[config.mk]
export PLATFORM = sky130hd
export DESIGN_NAME = instr_prefetch_buffer
export DESIGN_NICKNAME = d
export VERILOG_FILES = /design/src/rtl/instr_prefetch_buffer.sv
export SDC_FILE = /design/constraint.sdc
export NUM_CORES = 1
export LEC_CHECK = 0
export CORE_AREA = 2 2 168 170
export CTS_CLUSTER_DIAMETER = 50
export DETAILED_ROUTE_END_ITERATION = 10
export DIE_AREA = 0 0 170 172
export HOLD_SLACK_MARGIN = 0.08
export PLACE_DENSITY = 0.72
export SYNTH_ARGS = -nofsm -noshare
export SYNTH_HDL_FRONTEND = slang
export SYNTH_SLANG_ARGS = --single-unit
[constraint.sdc]
create_clock -name clk -period 8.8 [get_ports clk]
set_input_delay 2.2 -clock clk [delete_from_list [all_inputs] [get_ports clk]]
set_output_delay 2.2 -clock clk [all_outputs]
set_load 0.02 [all_outputs]
[src/rtl/instr_prefetch_buffer.sv]
// Sequential instruction prefetcher: one outstanding req/ack fetch feeding a DEPTH-entry FIFO; 1-cycle ack-to-head latency,
// stallF holds the head, PCSrcE flushes and redirects. Define PREFETCH_BYPASS_EN for same-cycle ack-to-head bypass when empty.
module instr_prefetch_buffer #(
  parameter int          DEPTH    = 4,
  parameter logic [31:0] RESET_PC = 32'h0000_0000
) (
  input  logic        clk,
  input  logic        rst,
  input  logic        stallF,
  input  logic        PCSrcE,
  input  logic [31:0] PCTargetE,
  output logic [31:0] InstrF,
  output logic [31:0] PCF,
  output logic        validF,
  output logic        imem_req,
  output logic [31:0] imem_addr,
  input  logic        imem_ack,
  input  logic [31:0] imem_rdata
);

  localparam int               PTR_W   = $clog2(DEPTH);
  localparam int               CNT_W   = PTR_W + 1;
  localparam logic [CNT_W-1:0] DEPTH_C = CNT_W'(DEPTH);
  localparam logic [31:0]      NOP     = 32'h0000_0013;

  typedef enum logic [1:0] {IDLE, REQ, DRAIN} state_t;

  state_t           state, state_nxt;
  logic [31:0]      fetch_pc, fetch_pc_nxt, addr_nxt;
  logic [31:0]      instr_mem [DEPTH];
  logic [31:0]      pc_mem    [DEPTH];
  logic [PTR_W-1:0] rd_ptr, wr_ptr;
  logic [CNT_W-1:0] count, count_nxt;
  logic             fifo_valid, ack_ok, pop, pop_fifo, wr_en;

  assign fifo_valid = (count != '0);
  // Only an ack for a live (non-DRAIN) request that is not being flushed carries usable data.
  assign ack_ok     = (state == REQ) && imem_req && imem_ack && !PCSrcE;

`ifdef PREFETCH_BYPASS_EN
  logic bypass;
  assign bypass = !fifo_valid && ack_ok;
  assign validF = fifo_valid || bypass;
  assign InstrF = fifo_valid ? instr_mem[rd_ptr] : (bypass ? imem_rdata : NOP);
  assign PCF    = fifo_valid ? pc_mem[rd_ptr]    : (bypass ? imem_addr  : fetch_pc);
  assign pop    = validF && !stallF && !PCSrcE;
  assign wr_en  = ack_ok && !(bypass && pop);
`else
  assign validF = fifo_valid;
  assign InstrF = fifo_valid ? instr_mem[rd_ptr] : NOP;
  assign PCF    = fifo_valid ? pc_mem[rd_ptr]    : fetch_pc;
  assign pop    = validF && !stallF && !PCSrcE;
  assign wr_en  = ack_ok;
`endif

  assign pop_fifo = pop && fifo_valid;

  always_comb begin
    count_nxt = count;
    case ({wr_en, pop_fifo})
      2'b10:   count_nxt = count + CNT_W'(1);
      2'b01:   count_nxt = count - CNT_W'(1);
      default: count_nxt = count;
    endcase
  end

  always_comb begin
    state_nxt    = state;
    fetch_pc_nxt = fetch_pc;
    if (PCSrcE)
      fetch_pc_nxt = PCTargetE & ~32'h3;
    else if (ack_ok)
      fetch_pc_nxt = fetch_pc + 32'd4;

    case (state)
      IDLE: begin
        if (PCSrcE || (count < DEPTH_C))
          state_nxt = REQ;
      end
      REQ: begin
        if (PCSrcE)
          state_nxt = imem_ack ? REQ : DRAIN;
        else if (imem_ack && (count_nxt >= DEPTH_C))
          state_nxt = IDLE;
      end
      DRAIN: begin
        if (imem_ack)
          state_nxt = REQ;
      end
      default: state_nxt = IDLE;
    endcase

    // A stale request keeps its address on the bus until the memory acknowledges it.
    addr_nxt = (state_nxt == DRAIN) ? imem_addr : fetch_pc_nxt;
  end

  always_ff @(posedge clk or posedge rst) begin
    if (rst) begin
      state     <= IDLE;
      fetch_pc  <= RESET_PC;
      imem_req  <= 1'b0;
      imem_addr <= RESET_PC;
      rd_ptr    <= '0;
      wr_ptr    <= '0;
      count     <= '0;
    end else begin
      state     <= state_nxt;
      fetch_pc  <= fetch_pc_nxt;
      imem_req  <= (state_nxt != IDLE);
      imem_addr <= addr_nxt;
      if (PCSrcE) begin
        rd_ptr <= '0;
        wr_ptr <= '0;
        count  <= '0;
      end else begin
        if (wr_en)
          wr_ptr <= wr_ptr + PTR_W'(1);
        if (pop_fifo)
          rd_ptr <= rd_ptr + PTR_W'(1);
        count <= count_nxt;
      end
    end
  end

  always_ff @(posedge clk) begin
    if (wr_en) begin
      instr_mem[wr_ptr] <= imem_rdata;
      pc_mem[wr_ptr]    <= imem_addr;
    end
  end

endmodule

=== Word level (Yosys, flattened, before mapping) ===
Memory sizes are Yosys's and may differ from the RTL's.
Cells that the tools add are included.

* Input port bits: 69
* Logic and storage cells: 54
* Bits in writable memories: 256
* Memories kept: 2
* Register bits after elaboration: 74

{| class="wikitable"
|+ Memory list
! name !! depth !! bits a word !! read ports !! clocked after memory_dff !! wr ports !! line !! text
|-
| instr_mem || 4 || 32 || 1 || 0 || 1 || 30 || <nowiki>logic [31:0] instr_mem [DEPTH];</nowiki>
|-
| pc_mem || 4 || 32 || 1 || 0 || 1 || 31 || <nowiki>logic [31:0] pc_mem [DEPTH];</nowiki>
|}

* Reduce and logical (&&, ||, !) cells: 15
* Add/sub/neg operators: 5
* Multiplexer cells: 18
* Equal/unequal tests: 5
* Magnitude comparators: 2

{| class="wikitable"
|+ Operators by type and width
! operator !! number
|-
| $mux W32 || 4
|-
| $add A32 B3 Y32 const B || 1
|-
| $mux W2 || 9
|-
| $logic_and A1 B1 Y1 || 7
|-
| $eq A2 B2 Y1 const B || 3
|-
| $pmux W2 S3 || 1
|-
| $pmux W3 S2 || 1
|-
| $reduce_bool A2 Y1 || 3
|-
| $add A2 B1 Y2 const B || 2
|-
| $eq A2 B1 Y1 const B || 2
|-
| $add A3 B1 Y3 const B || 1
|-
| $ge A3 B3 Y1 const B || 1
|-
| $lt A3 B3 Y1 const B || 1
|-
| $mux W3 || 1
|-
| $reduce_bool A3 Y1 || 1
|-
| $sub A3 B1 Y3 const B || 1
|-
| $logic_not A1 Y1 || 2
|-
| $logic_not A2 Y1 || 1
|-
| $mux W1 || 2
|-
| $logic_or A1 B1 Y1 || 1
|}

=== Longest topological paths before layout ===
* Word-level depth: 12
* Depth in mapped cells: 13
* Mapped depth without buffers: 10

=== Worst setup path before layout ===
OpenSTA, ideal clock, no wires.

* Path kind: input to register
* Start point: input port PCSrcE
* End point: memory instr_mem[0][0] (enable)
* Setup slack: 3,804 ps
* Stages on the path: 5
* Setup time: 429 ps
* Data required time: 8,371 ps
* Data arrival time: 4,566 ps
* Cells stage by stage: clkbuf_2 > inv_1 > clkbuf_1 > clkbuf_1 > and3_1

* Longest elaborated chain between the ends: 4

{| class="wikitable"
|+ Ends and longest elaborated chain
! what !! line !! text
|-
| start, declared || 10 || <nowiki>input logic PCSrcE,</nowiki>
|-
| $logic_not A1 Y1 || 38 || <nowiki>assign ack_ok = (state == REQ) && imem_req && imem_ack && !PCSrcE;</nowiki>
|-
| $logic_and A1 B1 Y1 || 38 ||
|-
| $mux W1 || 126 || <nowiki>if (wr_en) begin</nowiki>
|-
| $mux W1 (implied by the code) || 127 || <nowiki>instr_mem[wr_ptr] <= imem_rdata;</nowiki>
|-
| end, declared || 30 ||
|}

No other way between the ends.

=== Worst setup path after layout ===
* Start point: register rd_ptr[0]
* End point: output port PCF[16]

* Longest elaborated chain between the ends: 2

{| class="wikitable"
|+ Ends and longest elaborated chain
! what !! line !! text
|-
| start, declared || 32 || <nowiki>logic [PTR_W-1:0] rd_ptr, wr_ptr;</nowiki>
|-
| start signal, assigned || 119 || <nowiki>rd_ptr <= rd_ptr + PTR_W'(1);</nowiki>
|-
| $mem_v2 Z4 W32 || - ||
|-
| $mux W32 || 51 || <nowiki>assign PCF = fifo_valid ? pc_mem[rd_ptr] : fetch_pc;</nowiki>
|-
| end, declared || 13 || <nowiki>output logic [31:0] PCF,</nowiki>
|}

No other way between the ends.

==> results by stage <==
STA:
- In the final timing run, aggregate negative setup slack is 0 ns.
- Setup repair after global routing left no endpoint under its margin.
- The final max-slew violation count came to 0.
- Derived from the worst setup path, the maximum achievable clock frequency is approximately 170 MHz.
- The setup skew after layout is 0.0191 ns.
- At the pin with the least slew margin, the transition time is 1.31 ns.
- The worst path meets setup with roughly 3 ns of slack.
- The routed design could run at a clock period as short as 5.81 ns.
- The worst-case headroom to the max-slew limit is 12.2%.
- Dividing the final minimum period by the clock period gives 66.0%.
- The final count of hold timing violations is 0.
- The number of failing setup endpoints in the final timing report is 0.

Pwr:
- In this run, the combinational gates consume ~16% of the power.
- The total internal power is 0.00292 W.
- The switching share of power is 24.6%.
- The sequential group share of total power is 48.0%.
- The clock network burns 36.6% of the power.
- For this design the static power due to leakage is 5.67 nW.
- Summed over all nets, the switching power comes to 0.000955 W.
- After layout, the design draws a total of 0.00388 W.
- The worst voltage drop across the vdd grid is 137 uV.
- The ratio of total power to cell area is 233 mW/mm^2.

Clock network:
- After clock tree synthesis, the clock-pin slew on the worst setup and hold paths is 0.06 ns.
- The number of clock buffers added by TritonCTS is 36.
- Hold repair after CTS inserted 0 buffers.
- The tree is rooted in a sky130_fd_sc_hd__clkbuf_16.
- In this run, post-CTS repair resized a total of 0 instances.
- TritonCTS built the clock tree.
- The largest buffer count on any clock path is 3.
- The count of buffers added by post-CTS timing repair for setup is 0.
- The H-tree was split into 2 levels.
- The total clock sinks is between 300 and 400.
- At the later pin of the worst-skew pair, clock insertion delay measures 0.51 ns.

Synthesis:
- Averaged over all synthesized cells, the footprint is 17.6 um^2.
- The netlist uses 52 different library cells.
- The simple logic cell fraction of the synthesized area is 7.19%.
- The mux cell area share after synthesis is between 15 and 20%.
- In this run, synthesis inferred 256 flip-flops with an integrated enable.
- After Yosys synthesis, full adders, half adders and majority gates account for less than 1% of the synthesized area.
- After synthesis, the largest family of logic cells by area is multiplexers.
- Summing every instance area after synthesis gives 0.0136 mm^2.
- In the synthesized netlist the dominant register cell turns out to be sky130_fd_sc_hd__edfxtp_1.
- After technology mapping, the gate count stands at 769.
- The Yosys step of the flow raised 0 warnings.
- Sequential elements use 70.3% of the synthesized area.
- The async set-reset flop share out of synthesis is 22.4%.
- The synthesized-area fraction occupied by ao, oa, aoi and oai cells is 2.55%.
- The post-synthesis net count is 845.
- After synthesis the netlist holds a flip-flop and latch count of 330.
- The share of the synthesized netlist area taken by xor and xnor gates is 1.87%.

Setup path:
- The worst setup path is captured at a primary output.
- The required time at the worst-slack endpoint is 6.60 ns.
- On the worst path, the slowest cell contributes a delay of 1.01 ns.
- In this run the critical register-to-register path is launched from state[0].
- The destination of the worst register-to-register timing path is imem_addr[24].
- Counting both buffers and inverters, the worst setup path holds a total of 2.
- The number of cells on the worst reg-to-reg path is 6.
- The kind of launch point of the worst setup path is a flip-flop.
- Along the worst path, the maximum fanout reaches 43.
- Traced cell by cell, the critical path runs through buf_4, mux4_2, nand2_1, o21ai_0, clkdlybuf4s50_1.
- The slowest stage cell on the critical path is sky130_fd_sc_hd__dfrtp_4.
- The critical path's top delay family is buffers and inverters.
- The data arrival at the endpoint of the critical path is 3.61 ns.
- The setup check on the worst reg-to-reg path leaves a slack of 5.22 ns.
- By startpoint and endpoint, the worst setup path is classified as flip-flop to primary output.

Flow run:
- The tool flagged a number of max-cap violations equal to 0.

Routing:
- The count of unresolved DRC violations after routing is 0.
- For this block, the routed nets add up to ~30 mm of wire.
- Once detail routing completed, the nets flagged for antenna violations numbered 0.
- The mean routed wirelength per cell is 22.6 um.
- The total iterations of the first detailed-routing run is 5.
- For this block, the initial DRC count from the detailed router was 751.
- In the routed layout, each cell is associated on average with a via count of 5.78.
- The total number of vias is 7565.

Global routing:
- The number of antenna violations at the first check in global routing came to 1.
- Summed over all layers, the global routing overflow is 0.
- The number of global-route vias before repair is 7706.
- Across every metal layer, demand over resource in global routing totals 20.6%.
- The maximum number of pins on one net before global-route repair is 75.
- The first global-routing pass estimated 45.0 mm of wire.

Place:
- The estimated wirelength of the detail-placed design is around 17 mm.
- The area after detailed placement is 0.0155 mm^2.
- The placer congestion estimate is 0.769.
- The number of input and output port buffers inserted is about 160.
- The pre-CTS setup slack is 3.04 ns.

Die:
- For this configuration, the core starts out at a cell density of 49.4%.
- The full die area is 0.0292 mm^2.
- The number of placement rows is about 60.
- The core region is 0.0275 mm^2.
- The floorplan die height is 172 um.
- During I/O placement, the number of pins put on the boundary was 167.
- In this run the horizontal extent of the chip is ~170 um.

Final layout:
- The share of final-layout standard cells stronger than drive strength 1 is roughly a fifth.
- At the end of the flow, the number of nets in the layout was 1011.
- Once layout is done, the placed cells without fillers occupy 0.0166 mm^2.
- Fill cells in the final layout number 2053.
- The synthesis-to-finish area growth is 22.6%.

Min path:
- The path category of the worst min-delay check is flip-flop to flip-flop.
- The path with the worst hold slack has its endpoint at pc_mem[1][11].
- The worst min-delay path startpoint is imem_addr[11].
- The worst hold path was traced through 0 stages.

Status:
- The run finished with clean final reports.
-- final cells by class --
class	count	area, um^2	share of cell area [%]
flip-flops and latches	330	9550	57.4
multi-input cells	383	3800	22.8
repair buffers	170	1680	10.1
clock buffers	49	991	5.96
well taps	346	433	2.60
clock inverters	15	121	0.730
inverters	14	52.6	0.316
diodes	1	2.50	0.0151
-- stage by stage --
| stage | hold slack [ns] | util, % | instances |
|---|---|---|---|
| floorplan | 0.491 | - | 769 |
| CTS | 0.552 | 60.5 | 1307 |
| global route | 0.577 | 60.5 | 1307 |
| finish | 0.546 | 60.5 | 1308 |
| global placement | 0.520 | 56.4 | 1243 |
| detailed placement | 0.532 | 56.4 | 1243 |
-- Yosys cell counts (6+ instances only) --
| library cell | n | area, um^2 |
|---|---|---|
| sky130_fd_sc_hd__nor3_1 | 9 | 45.0 |
| sky130_fd_sc_hd__a21oi_1 | 7 | 35.0 |
| sky130_fd_sc_hd__mux2_2 | 55 | 619 |
| sky130_fd_sc_hd__inv_1 | 11 | 41.3 |
| sky130_fd_sc_hd__clkbuf_1 | 24 | 90.1 |
| sky130_fd_sc_hd__o21ai_0 | 18 | 90.1 |
| sky130_fd_sc_hd__and3_1 | 17 | 106 |
| sky130_fd_sc_hd__edfxtp_1 | 256 | 7690 |
| sky130_fd_sc_hd__a221o_1 | 13 | 130 |
| sky130_fd_sc_hd__mux4_2 | 64 | 1440 |
| sky130_fd_sc_hd__nand4_1 | 11 | 68.8 |
| sky130_fd_sc_hd__xor2_1 | 12 | 105 |
| sky130_fd_sc_hd__dfrtp_1 | 74 | 1850 |
| sky130_fd_sc_hd__nand3_1 | 15 | 75.1 |
| sky130_fd_sc_hd__nand2_1 | 39 | 146 |
| sky130_fd_sc_hd__and2_1 | 29 | 181 |
| sky130_fd_sc_hd__nor4_1 | 10 | 62.6 |
| sky130_fd_sc_hd__nor2_1 | 20 | 75.1 |
| sky130_fd_sc_hd__buf_2 | 8 | 40.0 |
| sky130_fd_sc_hd__xnor2_1 | 17 | 149 |
| sky130_fd_sc_hd__ha_1 | 6 | 75.1 |
-- worst register-to-register path, delay by kind of cell, from the launching register on --
family | cells | cell delay (ns)
buf+inv | 2 | 1.17
flops | 1 | 0.52
compound gates | 2 | 0.42
simple gates | 2 | 1.40
-- layer usage --
layer / vias to the layer above / global-route usage (%) / part of all wire (%)
met2: 243 / 34.7 / 49
li1: 3356 / - / -
met4: 0 / 5.02 / 1.7
met1: 3926 / 27.7 / 42
met3: 40 / 4.26 / 7.0
met5: - / 0 / 0
-- cells by family after synthesis --
| group | after synthesis |
|---|---|
| flops | 330 |
| simple gates | 176 |
| mux | 123 |
| buf+inv | 56 |
| compound gates | 48 |
| xor+xnor | 29 |
| fa+ha+maj | 7 |
-- worst max path at each step --
stage | start | to | slack, ns | cells past startpoint
floorplan | PCSrcE | instr_mem[0][0] | 3.80 | 5
global placement | imem_ack | imem_addr[26] | 3.17 | 6
detailed placement | imem_ack | imem_addr[22] | 3.04 | 6
CTS | rd_ptr[0] | PCF[16] | 2.86 | 5
global route | rd_ptr[0] | PCF[2] | 2.74 | 4
finish | rd_ptr[0] | PCF[16] | 2.99 | 5
-- sequential cells by signal (all words and copies together), names as in the netlist --
name and cells:
count 3, fetch_pc 32, imem_addr 32, imem_req 1, instr_mem 128, pc_mem 128, rd_ptr 2, state 2
wr_ptr 2
-- cell usage in the layout (no fill, tap or decap), types with 11 or more instances in the layout --
cell type | netlist | final
sky130_fd_sc_hd__clkdlybuf4s50_1 | 0 | 163
sky130_fd_sc_hd__xor2_1 | 12 | 12
sky130_fd_sc_hd__edfxtp_1 | 256 | 256
sky130_fd_sc_hd__nand2_1 | 39 | 39
sky130_fd_sc_hd__nand4_1 | 11 | 11
sky130_fd_sc_hd__nor2_1 | 20 | 20
sky130_fd_sc_hd__a221o_1 | 13 | 13
sky130_fd_sc_hd__o21ai_0 | 18 | 18
sky130_fd_sc_hd__mux2_2 | 55 | 55
sky130_fd_sc_hd__and2_1 | 29 | 29
sky130_fd_sc_hd__xnor2_1 | 17 | 17
sky130_fd_sc_hd__clkbuf_16 | 0 | 37
sky130_fd_sc_hd__nand3_1 | 15 | 15
sky130_fd_sc_hd__dfrtp_1 | 74 | 72
sky130_fd_sc_hd__and3_1 | 17 | 13
sky130_fd_sc_hd__mux4_2 | 64 | 64
-- power groups by stage --
stage	logic, W	clock network (W)	registers [W]
finish	0.000600	0.00142	0.00186
global route	0.000639	0.00150	0.00187
CTS	0.000608	0.00145	0.00186
detailed placement	0.000604	0	0.00189
global placement	0.000599	0	0.00189
floorplan	0.000339	0	0.00187
Power figures use the tool's default switching activity.
